--- src/rtl/mc_pkg.sv ---
// mc_pkg: shared definitions for the accumulator microcontroller execution core.
//   - stage encodings of the LOAD/FETCH/DECODE/EXECUTE sequence
//   - control opcodes (ir[11:8])
//   - ALU mode enumeration
//   - status-register flag bit positions, sr = {Z,C,S,V}
//   - skip_taken(): skip-instruction condition evaluation
package mc_pkg;

  typedef enum logic [1:0] {
    STG_LOAD    = 2'b00,
    STG_FETCH   = 2'b01,
    STG_DECODE  = 2'b10,
    STG_EXECUTE = 2'b11
  } stage_t;

  localparam logic [3:0] OP_NOP   = 4'b0000;
  localparam logic [3:0] OP_GO    = 4'b0001;
  localparam logic [3:0] OP_SZ    = 4'b0010;
  localparam logic [3:0] OP_SC    = 4'b0011;
  localparam logic [3:0] OP_SS    = 4'b0100;
  localparam logic [3:0] OP_SV    = 4'b0101;
  localparam logic [3:0] OP_PRINT = 4'b0110;

  typedef enum logic [3:0] {
    ALU_ADD   = 4'h0,
    ALU_SUB   = 4'h1,
    ALU_RSB   = 4'h2,
    ALU_PASSB = 4'h3,
    ALU_AND   = 4'h4,
    ALU_OR    = 4'h5,
    ALU_XOR   = 4'h6,
    ALU_NOTB  = 4'h7,
    ALU_SHL   = 4'h8,
    ALU_SHR   = 4'h9,
    ALU_ROL   = 4'hA,
    ALU_ROR   = 4'hB,
    ALU_INCB  = 4'hC,
    ALU_DECB  = 4'hD,
    ALU_NOTA  = 4'hE,
    ALU_PASSA = 4'hF
  } alu_mode_t;

  localparam int FLAG_Z = 3;
  localparam int FLAG_C = 2;
  localparam int FLAG_S = 1;
  localparam int FLAG_V = 0;

  // A skip instruction is taken when its selected flag is set.
  function automatic logic skip_taken(input logic [3:0] op, input logic [3:0] sr);
    logic taken;
    taken = 1'b0;
    case (op)
      OP_SZ:   taken = sr[FLAG_Z];
      OP_SC:   taken = sr[FLAG_C];
      OP_SS:   taken = sr[FLAG_S];
      OP_SV:   taken = sr[FLAG_V];
      default: taken = 1'b0;
    endcase
    return taken;
  endfunction

endpackage

--- src/rtl/mc_exec_core_alu.sv ---
// mc_alu: combinational ALU with flag generation.
//   en       in   1      ALU active; when 0, alu_out = 0 and sr_new = sr
//   mode     in   4      operation select (alu_mode_t)
//   a, b     in   DATA_W operands (a = accumulator)
//   sr       in   4      current flags {Z,C,S,V}
//   alu_out  out  DATA_W result
//   sr_new   out  4      new flags {Z,C,S,V}; C/V pass through for modes
//                        that do not define them
module mc_alu
  import mc_pkg::*;
#(
  parameter int DATA_W = 8
) (
  input  logic              en,
  input  alu_mode_t         mode,
  input  logic [DATA_W-1:0] a,
  input  logic [DATA_W-1:0] b,
  input  logic [3:0]        sr,
  output logic [DATA_W-1:0] alu_out,
  output logic [3:0]        sr_new
);

  localparam int MSB = DATA_W - 1;

  logic [DATA_W:0]   wide;
  logic [DATA_W-1:0] res;
  logic              c;
  logic              v;

  always_comb begin
    wide    = '0;
    res     = '0;
    c       = sr[FLAG_C];
    v       = sr[FLAG_V];
    alu_out = '0;
    sr_new  = sr;
    if (en) begin
      case (mode)
        ALU_ADD: begin
          wide = {1'b0, a} + {1'b0, b};
          res  = wide[MSB:0];
          c    = wide[DATA_W];
          v    = (a[MSB] == b[MSB]) && (res[MSB] != a[MSB]);
        end
        // Subtracts: bit 8 of the 9-bit difference is the borrow.
        ALU_SUB: begin
          wide = {1'b0, a} - {1'b0, b};
          res  = wide[MSB:0];
          c    = wide[DATA_W];
          v    = (a[MSB] != b[MSB]) && (res[MSB] != a[MSB]);
        end
        ALU_RSB: begin
          wide = {1'b0, b} - {1'b0, a};
          res  = wide[MSB:0];
          c    = wide[DATA_W];
          v    = (a[MSB] != b[MSB]) && (res[MSB] != b[MSB]);
        end
        ALU_PASSB: res = b;
        ALU_AND:   res = a & b;
        ALU_OR:    res = a | b;
        ALU_XOR:   res = a ^ b;
        ALU_NOTB:  res = ~b;
        // Shifts and rotates report the bit that falls off in C.
        ALU_SHL: begin
          res = {a[MSB-1:0], 1'b0};
          c   = a[MSB];
        end
        ALU_SHR: begin
          res = {1'b0, a[MSB:1]};
          c   = a[0];
        end
        ALU_ROL: begin
          res = {a[MSB-1:0], a[MSB]};
          c   = a[MSB];
        end
        ALU_ROR: begin
          res = {a[0], a[MSB:1]};
          c   = a[0];
        end
        ALU_INCB: begin
          wide = {1'b0, b} + (DATA_W+1)'(1);
          res  = wide[MSB:0];
          c    = wide[DATA_W];
          v    = ~b[MSB] & res[MSB];
        end
        ALU_DECB: begin
          wide = {1'b0, b} - (DATA_W+1)'(1);
          res  = wide[MSB:0];
          c    = wide[DATA_W];
          v    = b[MSB] & ~res[MSB];
        end
        ALU_NOTA:  res = ~a;
        ALU_PASSA: res = a;
        default:   res = '0;
      endcase
      alu_out = res;
      sr_new  = {(res == '0), c, res[MSB], v};
    end
  end

endmodule

--- src/rtl/mc_exec_core.sv ---
// mc_exec_core: execution core of the 8-bit accumulator microcontroller.
//   clk, rst            clock (rising edge); asynchronous active-low reset
//   stage               00 LOAD, 01 FETCH, 10 DECODE, 11 EXECUTE
//   ir, acc, dr, sr     instruction, accumulator, data register, flags {Z,C,S,V}
//   pc_e..dr_e          register load enables
//   pmem_e, pmem_le     program-memory read / load enables
//   mux1_sel            1: next PC = ir[7:0], 0: next PC = PC+1
//   alu_out, sr_new     ALU result and flags
//   dmem_rdata          mem[ir[3:0]] (combinational read)
//   print_data,print_en print value mem[ir[3:0]] and its strobe
module mc_exec_core
  import mc_pkg::*;
#(
  parameter int DMEM_DEPTH = 16,
  parameter int DATA_W     = 8
) (
  input  logic              clk,
  input  logic              rst,
  input  logic [1:0]        stage,
  input  logic [11:0]       ir,
  input  logic [DATA_W-1:0] acc,
  input  logic [DATA_W-1:0] dr,
  input  logic [3:0]        sr,
  output logic              pc_e,
  output logic              acc_e,
  output logic              sr_e,
  output logic              ir_e,
  output logic              dr_e,
  output logic              pmem_e,
  output logic              pmem_le,
  output logic              mux1_sel,
  output logic [DATA_W-1:0] alu_out,
  output logic [3:0]        sr_new,
  output logic [DATA_W-1:0] dmem_rdata,
  output logic [DATA_W-1:0] print_data,
  output logic              print_en
);

  localparam int ADDR_W = $clog2(DMEM_DEPTH);

  logic              is_itype;
  logic              is_mtype;
  logic              alu_class;
  logic              alu_en;
  logic              mem_we;
  logic [3:0]        opcode;
  logic [ADDR_W-1:0] addr;
  alu_mode_t         alu_mode;
  logic [DATA_W-1:0] alu_b;
  logic [DATA_W-1:0] mem_reg [DMEM_DEPTH];

  assign is_itype  = ir[11];
  assign is_mtype  = (ir[11:10] == 2'b01);
  assign alu_class = is_itype | is_mtype;
  assign opcode    = ir[11:8];
  assign addr      = ir[ADDR_W-1:0];

  // Control opcodes are matched on ir[11:8] alone. SS/SV/PRINT share
  // encodings with M-type words, so both decodes apply to those words; the
  // enables they drive never conflict.
  assign alu_en   = (stage_t'(stage) == STG_EXECUTE) && alu_class;
  assign alu_mode = is_mtype ? alu_mode_t'(ir[7:4]) : alu_mode_t'({1'b0, ir[10:8]});
  assign alu_b    = is_mtype ? dr : DATA_W'(ir[7:0]);
  assign mem_we   = (stage_t'(stage) == STG_EXECUTE) && is_mtype && ir[9];

  mc_alu #(.DATA_W(DATA_W)) u_alu (
    .en      (alu_en),
    .mode    (alu_mode),
    .a       (acc),
    .b       (alu_b),
    .sr      (sr),
    .alu_out (alu_out),
    .sr_new  (sr_new)
  );

  always_comb begin
    pc_e     = 1'b0;
    acc_e    = 1'b0;
    sr_e     = 1'b0;
    ir_e     = 1'b0;
    dr_e     = 1'b0;
    pmem_e   = 1'b0;
    pmem_le  = 1'b0;
    mux1_sel = 1'b0;
    print_en = 1'b0;
    if (rst) begin
      case (stage_t'(stage))
        STG_LOAD: begin
          pmem_le = 1'b1;
          pmem_e  = 1'b1;
        end
        STG_FETCH: begin
          ir_e   = 1'b1;
          pmem_e = 1'b1;
        end
        // A taken skip bumps PC here and again in EXECUTE: PC advances by 2.
        STG_DECODE: begin
          dr_e = is_mtype;
          pc_e = skip_taken(opcode, sr);
        end
        STG_EXECUTE: begin
          pc_e     = 1'b1;
          mux1_sel = (opcode == OP_GO);
          sr_e     = alu_class;
          acc_e    = alu_class & ~(is_mtype & ir[9]);
          print_en = (opcode == OP_PRINT);
        end
        default: ;
      endcase
    end
  end

  // Reset clears every word; the write is suppressed while rst is low.
  always_ff @(posedge clk or negedge rst) begin
    if (!rst) begin
      for (int i = 0; i < DMEM_DEPTH; i++) begin
        mem_reg[i] <= '0;
      end
    end else if (mem_we) begin
      mem_reg[addr] <= alu_out;
    end
  end

  // Combinational read returns pre-write data during a same-address write.
  assign dmem_rdata = mem_reg[addr];
  assign print_data = mem_reg[addr];

endmodule

--- config.mk ---
export PLATFORM = sky130hd
export DESIGN_NAME = mc_exec_core
export DESIGN_NICKNAME = d
export VERILOG_FILES = /design/src/rtl/mc_pkg.sv /design/src/rtl/mc_exec_core_alu.sv /design/src/rtl/mc_exec_core.sv
export SDC_FILE = /design/constraint.sdc
export NUM_CORES = 1
export LEC_CHECK = 0
export CAP_MARGIN = 15
export CORE_MARGIN = 2
export CORE_UTILIZATION = 58
export CTS_CLUSTER_DIAMETER = 60
export DETAILED_ROUTE_END_ITERATION = 10
export GPL_ROUTABILITY_DRIVEN = 1
export PLACE_DENSITY_LB_ADDON = 0.3
export SYNTH_ARGS = -nofsm -noshare
export SYNTH_HDL_FRONTEND = slang
export SYNTH_SLANG_ARGS = --single-unit
--- constraint.sdc ---
create_clock -name clk -period 12.8 [get_ports clk]
set_input_delay 1.92 -clock clk [delete_from_list [all_inputs] [get_ports clk]]
set_output_delay 1.92 -clock clk [all_outputs]
set_load 0.05 [all_outputs]
# --- Yosys cells after proc, flatten, opt, wreduce, memory -nomap -nowiden ---
# Index checks and enable logic that the tools add are counted.
word_totals:
  ff_bits: 128
  output_inout_bits: 37
  wordCells: 113
op_classes:
  addsub: 5
  order_cmp: 2
  eq_ne: 30
  mux: 33
  n_bitwise: 14
  n_reduce_logical: 13
op_table:
  columns: ["cell", "count"]
  rows:
  - ["$bwmux 128", 1]
  - ["$pmux 8 s16", 1]
  - ["$mux 8", 6]
  - ["$bmux 8 s4", 1]
  - ["$demux 8 s4", 1]
  - ["$eq 4x4->1 const B", 8]
  - ["$eq 4x3->1 const B", 7]
  - ["$sub 8x8->9", 2]
  - ["$mux 1", 17]
  - ["$eq 4x2->1 const B", 4]
  - ["$not 8->8", 2]
  - ["$add 8x1->9 const B", 1]
  - ["$add 8x8->9", 1]
  - ["$sub 8x1->9 const B", 1]
  - ["$and 8x8->8", 1]
  - ["$eq 4x1->1 const B", 2]
  - ["$logic_not 8->1", 1]
  - ["$mux 4", 2]
  - ["$or 8x8->8", 1]
  - ["$xor 8x8->8", 1]
  - ["$logic_and 1x1->1", 7]
  - ["$pmux 1 s7", 1]
  - ["$reduce_or 2->1", 3]
  - ["$ge 5x5->1 const B", 1]
  - ["other kinds (14)", 24]

# --- Longest topological paths before layout ---
# Gate-level depths: netlist of the first run.
logic_depth:
  word_depth: 7
  ltp_mapped: 18

# --- Modules after synthesis ---
# Synthesis of the first run repeated with hierarchy kept, for this count alone.
hier_totals:
  cells_unflattened: 821
  area_unflattened_um2: 9213.8
by_module_without_submodules:
  columns: ["module", "instances", "cells_per_inst", "area_per_inst_um2", "seq_area_each_um2"]
  rows:
  - ["mc_exec_core", 1, 418, 6401.1, 3203.1]
  - ["mc_alu", 1, 403, 2812.7, 0.0]

# --- Worst setup path after synthesis of the first run ---
# No wires, ideal clock.
synth_path:
  kind: "in2out"
  from: "in ir[11]"
  to: "out sr_new[3]"
  arrival_time_ns: 6.407
  required_time_ns: 10.880
  path_slack_ns: 4.473
  path_stages: 15
  n_path_buf: 3
  cell_sequence: "buf_4 -> and2b_1 -> buf_6 -> mux2_2 -> ha_1 -> clkbuf_1 -> inv_1 -> a2111oi_2 -> o21ai_1 -> and2_1 -> o311ai_2 -> o211ai_1 -> o21a_1 -> o221a_2 -> o41ai_1"
synth_via:
  elab_chain_len: 7
  elab_cells_between_ends: 34
synth_lines:
  columns: ["element", "line", "source"]
  rows:
  - ["start, declared", "mc_exec_core.sv:20", "input logic [11:0] ir,"]
  - ["$eq 2x1->1", "mc_exec_core.sv:53", "assign is_mtype = (ir[11:10] == 2'b01);"]
  - ["$mux 8 / $mux 4 (equally long branches)", "mc_exec_core.sv:63, mc_exec_core.sv:62", null]
  - ["$sub 8x1->9, or another cell as far along", "mc_exec_core_alu.sv:87", "wide = {1'b0, b} - (DATA_W+1)'(1);"]
  - ["$pmux 8 s16", "mc_exec_core_alu.sv:38", "case (mode)"]
  - ["$mux 8", "mc_exec_core_alu.sv:37", "if (en) begin"]
  - ["$logic_not 8->1", "mc_exec_core_alu.sv:97", "sr_new = {(res == '0), c, res[MSB], v};"]
  - ["$mux 4 *", "mc_exec_core_alu.sv:37", null]
  - ["end, declared", "mc_exec_core.sv:33", "output logic [3:0] sr_new,"]
# Every way passes the cells marked *; elsewhere a longest branch is shown, timed or not. The select of a mux whose other input is x is not followed.

# --- Worst setup path after layout of the first run ---
layout_path:
  from: "in ir[10]"
  to: "out sr_new[3]"
# Same word-level chain as after synthesis.

==> impl_metrics.yaml, run 1 <==
grt:
  grt_usage_pct: 34.83
  groute.layer.met2.usage_pct: 52.16
  grt_pass1_vias: 7491
  use_met1_pct: 49.11
  grt_use_met3_pct: 9.896
  grt_pass1_wl_mm: 43.09
  grt-ovfl-total: 0
  grt_max_degree: 73
  antenna_found_initial: 0
  top_usage_layer: "met2"
cells_and_area:
  synthToLayoutAreaGrowth_pct: 14.45
  diodes: 0
  fin_area_um2: 10290
  drive_above_1_share_pct: 21.46
  nets: 966
  final_util_pct: 67.92
  largest_register_ffs: 128
clock_tree:
  cts.sinks: 128
  cts_resized: 0
  clock_latency_ns: 0.42
  cts_made_buffers: 17
  tritoncts: "done"
  cts_setup_buffers: 0
  clock_path_buffers: 2
  holdBufCountCts: 0
  cts_root_buf: "clkbuf_16"
  clkTransAtPathRegs_ns: 0.06
  h-tree-depth: 4
power:
  seq_power_share_pct: 35.9
  switching_share_pct: 29.29
  vdd_ir_drop_max_uv: 103.3
  clkPwrFrac_pct: 42.5
  internal_power_uw: 821.0
  p_leak_nw: 4.402
  total_power_mw: 1.161
  p_sw_uw: 340.0
  power_density_nw_per_um2: 112.9
  p_comb_share_pct: 21.6
critical_path:
  cp.arrival_ns: 7.86
  worst_path_max_delay_cell: "clkdlybuf4s50_1"
  worstPathRequired_ns: 10.88
  r2r_slack_ns: 11.99
  start_kind: "input pin"
  path_class: "input pin to output port"
  crit_fanout: 21
  crit_chain: "clkdlybuf4s50_1, and2b_1, mux2i_2, o21ai_0, or2_1, nor2b_1, ha_1, o2bb2ai_1, a21oi_1, o221ai_1, nor4_1, o211ai_1, o21a_1, o221a_2, o41ai_1, clkdlybuf4s50_1"
  crit_path_frequent_cell: "clkdlybuf4s50_1"
  slowest_delay_ns: 1.04
  endpoint_kind: "output port"
sta:
  setup_viol: 0
  hold_viol: 0
  rsz0062_at_grt: "no"
  timing_max_transition_violations_final: 0
  setup_ws_ns: 3.023
  slew_headroom_pct: 20.57
  clock_skew_ns: 0
  layout_min_cycle_time_ns: 9.777
  tightestPinTransition_ns: 1.189
  max_freq_mhz: 102.3
  setup_tns_ns: 0
  fin_crit_sh_pct: 76.38
logic_synthesis:
  synth_area_per_cell_um2: 10.25
  syn_area_um2: 8989
  ys_ff_latch: 128
  syn-num-nets: 938
  yosysSeqAreaShare_pct: 35.63
  synth_cell_type_count: 84
  async_reset_ff_share_pct: 100.0
  yosys_warnings: 0
  synth_top_flop_cell: "dfrtp_1"
  syn_inst: 877
  synth_enable_flop_cells: 0
placed_design:
  portBuffers: 72
  gp_congestion: 1.035
  placement.cell_area_um2: 9661
  dp_hpwl_mm: 18.61
  pre_cts_ws_ns: 3.200
floorplan:
  start_util_pct: 59.35
  coreArea_um2: 15150
  rows: 45
  pin_count: 73
  chipWidth_um: 128.5
  fp.dieH_um: 128.5
  dieArea_um2: 16510
routing:
  routedWlPerCell_um: 25.15
  ant_nets: 0
  drc: 0
  firstDrtPassIters: 5
  routed_wl_mm: 27.82
  drt_iter0_drc: 839
  viasPerCell: 6.828
  vias: 7552
run:
  maxCapViolations: 0
min_path:
  hold_class: "register to register"
run_status:
  outcome: "finished, final reports clean"
-- layout make-up --
type	instances	area, um^2
Tap cell	188	235.2
Multi-Input combinational cell	648	5329
Fill cell	1143	4858
Clock buffer	22	474.2
Inverter	23	87.58
Sequential cell	128	3203
Timing Repair Buffer	87	824.5
Clock inverter	10	133.9
-- routing by layer --
| layer | up-vias | part of all wire, % |
|---|---|---|
| met5 | - | 0 |
| met4 | 0 | 2.6 |
| met3 | 72 | 9.6 |
| met2 | 396 | 45 |
| met1 | 3743 | 43 |
| li1 | 3341 | - |
-- cell usage after synthesis, drive strengths merged (20+ instances only) --
cell type / count / area share [%]
a21oi: 27 / 1.5
buf: 34 / 2.4
clkbuf: 44 / 1.8
dfrtp: 128 / 36
ha: 24 / 3.3
inv: 22 / 0.92
mux2: 86 / 11
mux4: 40 / 10
nand2: 97 / 4.1
nor2: 52 / 2.2
nor2b: 20 / 1.4
o21ai: 31 / 1.7
o31ai: 44 / 3.7
-- power groups by stage --
stage / combinational, mW / sequential [mW] / clock (mW)
2_1_floorplan: 0.169 / 0.422 / 0
3_3_place_gp: 0.244 / 0.423 / 0
3_5_place_dp: 0.243 / 0.423 / 0
4_1_cts: 0.245 / 0.417 / 0.496
5_1_grt: 0.268 / 0.417 / 0.515
6_report: 0.250 / 0.417 / 0.494
-- critical path: cells and delay by family --
kind / cells / cell delay [ns]
fa+ha+maj: 1 / 0.23
compound gates: 8 / 1.95
simple gates: 4 / 1.31
buf+inv: 2 / 1.94
mux: 1 / 0.47
-- layout by cell type, fill, tap and decap left out, types with 4 or more instances in the layout --
master           instances
nand3_1                 17
o211ai_1                 6
a221oi_1                 4
nor2_1                  51
o221ai_1                 5
o31ai_1                 43
clkinv_2                 5
nand2_1                 97
nand2b_1                 9
nor4_1                   7
nor2b_1                 19
nor3_1                  16
and2_1                   8
a211o_1                  4
a21oi_1                 27
mux2_2                  84
a21o_1                   5
a31oi_1                  4
dfrtp_1                128
o22ai_1                 10
ha_1                    24
xnor2_1                 18
clkdlybuf4s50_1         69
mux2i_1                 10
nand3b_1                 4
clkbuf_16               17
inv_1                   22
a211oi_1                 6
mux4_2                  40
or3_1                    4
maj3_1                   6
buf_4                   15
o21ai_0                 29
nand4_1                  8
-- kinds of logic (layout without fill, tap and decap cells) --
logic type,Yosys count,after routing,synth area share [%]
compound gates,196,196,15.87
xor+xnor,21,21,2.046
fa+ha+maj,32,32,4.357
buf+inv,101,142,5.178
flops,128,128,35.63
mux,141,141,23.01
simple gates,258,258,13.91
-- path summary, 6_finish.rpt --
kind,start,endpoint,cells past startpoint
setup / recovery,ir[10],sr_new[3],16
hold / removal,mem_reg[82],mem_reg[82],2
setup reg to reg,mem_reg[31],mem_reg[31],1
hold reg to reg,mem_reg[82],mem_reg[82],2
max in group asynchronous,rst,mem_reg[104],2
min in group asynchronous,rst,mem_reg[63],1
-- per-stage QoR --
| step | hold WS [ns] | cells |
|---|---|---|
| after floorplan | 0.4432 | 877 |
| after global placement | 0.4549 | 1072 |
| after detailed placement | 0.4624 | 1072 |
| after CTS | 0.4755 | 1104 |
| after global routing | 0.4934 | 1106 |
| final | 0.4708 | 1106 |
Power figures use the tool's default switching activity.
==> inputs of run 2 (changes only) <==
- CORE_UTILIZATION: 58 -> 54
- clock period: 12.8 -> 8.95 ns (I/O delays scaled with it)
==> run 2 against run 1 <==
Against the previous run:
- global-route usage down 2.8 points
- via count up 0.97%
- clock power up 33%
- sequential power up 43%
- cell count up 2.9%
- critical path type unchanged
- highest routed layer unchanged
==> impl_metrics.yaml, run 2 (synthesized netlist as in run 1, its figures left out) <==
power:
  seq_power_share_pct: 37.0
  power_density_nw_per_um2: 156.8
  p_leak_nw: 4.394
  clkPwrFrac_pct: 40.7
  internal_power_mw: 1.133
  p_comb_share_pct: 22.3
  vdd_ir_drop_max_uv: 151.9
  switching_share_pct: 29.68
  p_sw_uw: 478.5
  total_power_mw: 1.612
clock_tree:
  holdBufCountCts: 0
  cts_root_buf: "clkbuf_16"
  tritoncts: "done"
  clock_latency_ns: 0.42
  clock_path_buffers: 2
  cts_made_buffers: 17
  cts.sinks: 128
  cts_resized: 0
  clkTransAtPathRegs_ns: 0.05
  h-tree-depth: 4
  cts_setup_buffers: 0
placed_design:
  place_inst: 1106
  portBuffers: 72
  placement.cell_area_um2: 9707
  dp_hpwl_mm: 18.60
  gp_congestion: 1.002
cells_and_area:
  drive_above_1_share_pct: 21.13
  synthToLayoutAreaGrowth_pct: 14.35
  layout_commonest_cell: "dfrtp_1"
  largest_register_ffs: 128
  diodes: 0
  nets: 967
  mostFrequentLayoutCells: "dfrtp_1, nand2_1, mux2_2"
  fin_cells: 1138
  fin_area_um2: 10280
floorplan:
  coreArea_um2: 16410
  start_util_pct: 54.79
  rows: 47
  chipWidth_um: 133.0
  dieArea_um2: 17690
  pin_count: 73
  fp.dieH_um: 133.0
run:
  maxCapViolations: 0
critical_path:
  worst-r2r-cell-count: 1
  endpoint_kind: "output port"
  worstPathRequired_ns: 7.61
  crit_fanout: 21
  cp.arrival_ns: 6.84
  path_class: "input pin to output port"
  start_kind: "input pin"
grt:
  grt_usage_pct: 32.01
  grt_pass1_vias: 7453
  use_met1_pct: 45.81
  grt_max_degree: 73
  grt_pass1_wl_mm: 43.01
  grt_use_met3_pct: 8.774
  grt-ovfl-total: 0
  antenna_found_initial: 0
  groute.layer.met2.usage_pct: 47.27
  top_usage_layer: "met2"
sta:
  setup_viol: 0
  hold_viol: 0
  clock_skew_ns: 0
  max_freq_mhz: 122.2
  fin_crit_sh_pct: 91.40
  tightestPinTransition_ns: 1.261
  layout_min_cycle_time_ns: 8.180
  setup_tns_ns: 0
  slew_headroom_pct: 15.75
  timing_max_transition_violations_final: 0
  rsz0062_at_grt: "no"
routing:
  vias: 7625
  drc: 0
  firstDrtPassIters: 5
  ant_nets: 0
  viasPerCell: 6.700
  drt_iter0_drc: 873
  routedWlPerCell_um: 24.20
  routed_wl_mm: 27.54
min_path:
  hold_class: "register to register"
  hold_path_depth: 2
run_status:
  outcome: "finished, final reports clean"
run 2: through the flow:
stage	hold slack, ns	util [%]	setup slack (ns)
4_1_cts	0.4776	62.58	0.8425
2_1_floorplan	0.4432	-	1.778
5_1_grt	0.4936	62.65	0.4191
3_3_place_gp	0.4545	59.16	0.9500
6_report	0.4794	62.65	0.7695
3_5_place_dp	0.4622	59.16	0.8712
run 2: power by group through the flow:
| stage | clock (mW) | sequential (mW) | combinational [mW] |
|---|---|---|---|
| 5_1_grt | 0.687 | 0.596 | 0.385 |
| 2_1_floorplan | 0 | 0.604 | 0.242 |
| 3_3_place_gp | 0 | 0.605 | 0.351 |
| 4_1_cts | 0.658 | 0.595 | 0.353 |
| 6_report | 0.656 | 0.596 | 0.360 |
| 3_5_place_dp | 0 | 0.605 | 0.350 |
run 2: worst paths after layout:
check                                  start            to  slack, ns
worst max-delay path                  ir[10]    alu_out[6]       0.77
worst min-delay path            mem_reg[124]  mem_reg[124]       0.48
worst max register to register   mem_reg[31]   mem_reg[31]       8.17
worst min register to register  mem_reg[124]  mem_reg[124]       0.48
max in group asynchronous                rst   mem_reg[89]       6.57
min in group asynchronous                rst   mem_reg[55]       0.98
run 2: cell type report:
type                       count  area, um^2
fill                        1305        6128
multi-input combinational    648        5320
sequential                   128        3203
timing repair buffer          88       832.0
clock buffer                  25       505.5
tap                          220       275.3
inverter                      23       87.58
clock inverter                 6       55.05
run 2: layer usage:
layer / wire, um / vias up
li1: - / 3334
met1: 11860 / 3795
met2: 12420 / 437
met3: 2660 / 59
met4: 596 / 0
met5: 0 / -
run 2: critical path: stages:
cell and delay, ns:
clkdlybuf4s50_1 0.45, buf_4 0.25, and2b_1 0.46, mux2i_4 0.46
inv_1 0.18, ha_1 0.29, or2_2 0.33, a2111oi_0 0.63
o41ai_1 0.20, maj3_2 0.37, xnor2_1 0.14, nand2_1 0.08
o41a_1 0.15, nor2b_2 0.56, clkdlybuf4s50_1 0.93
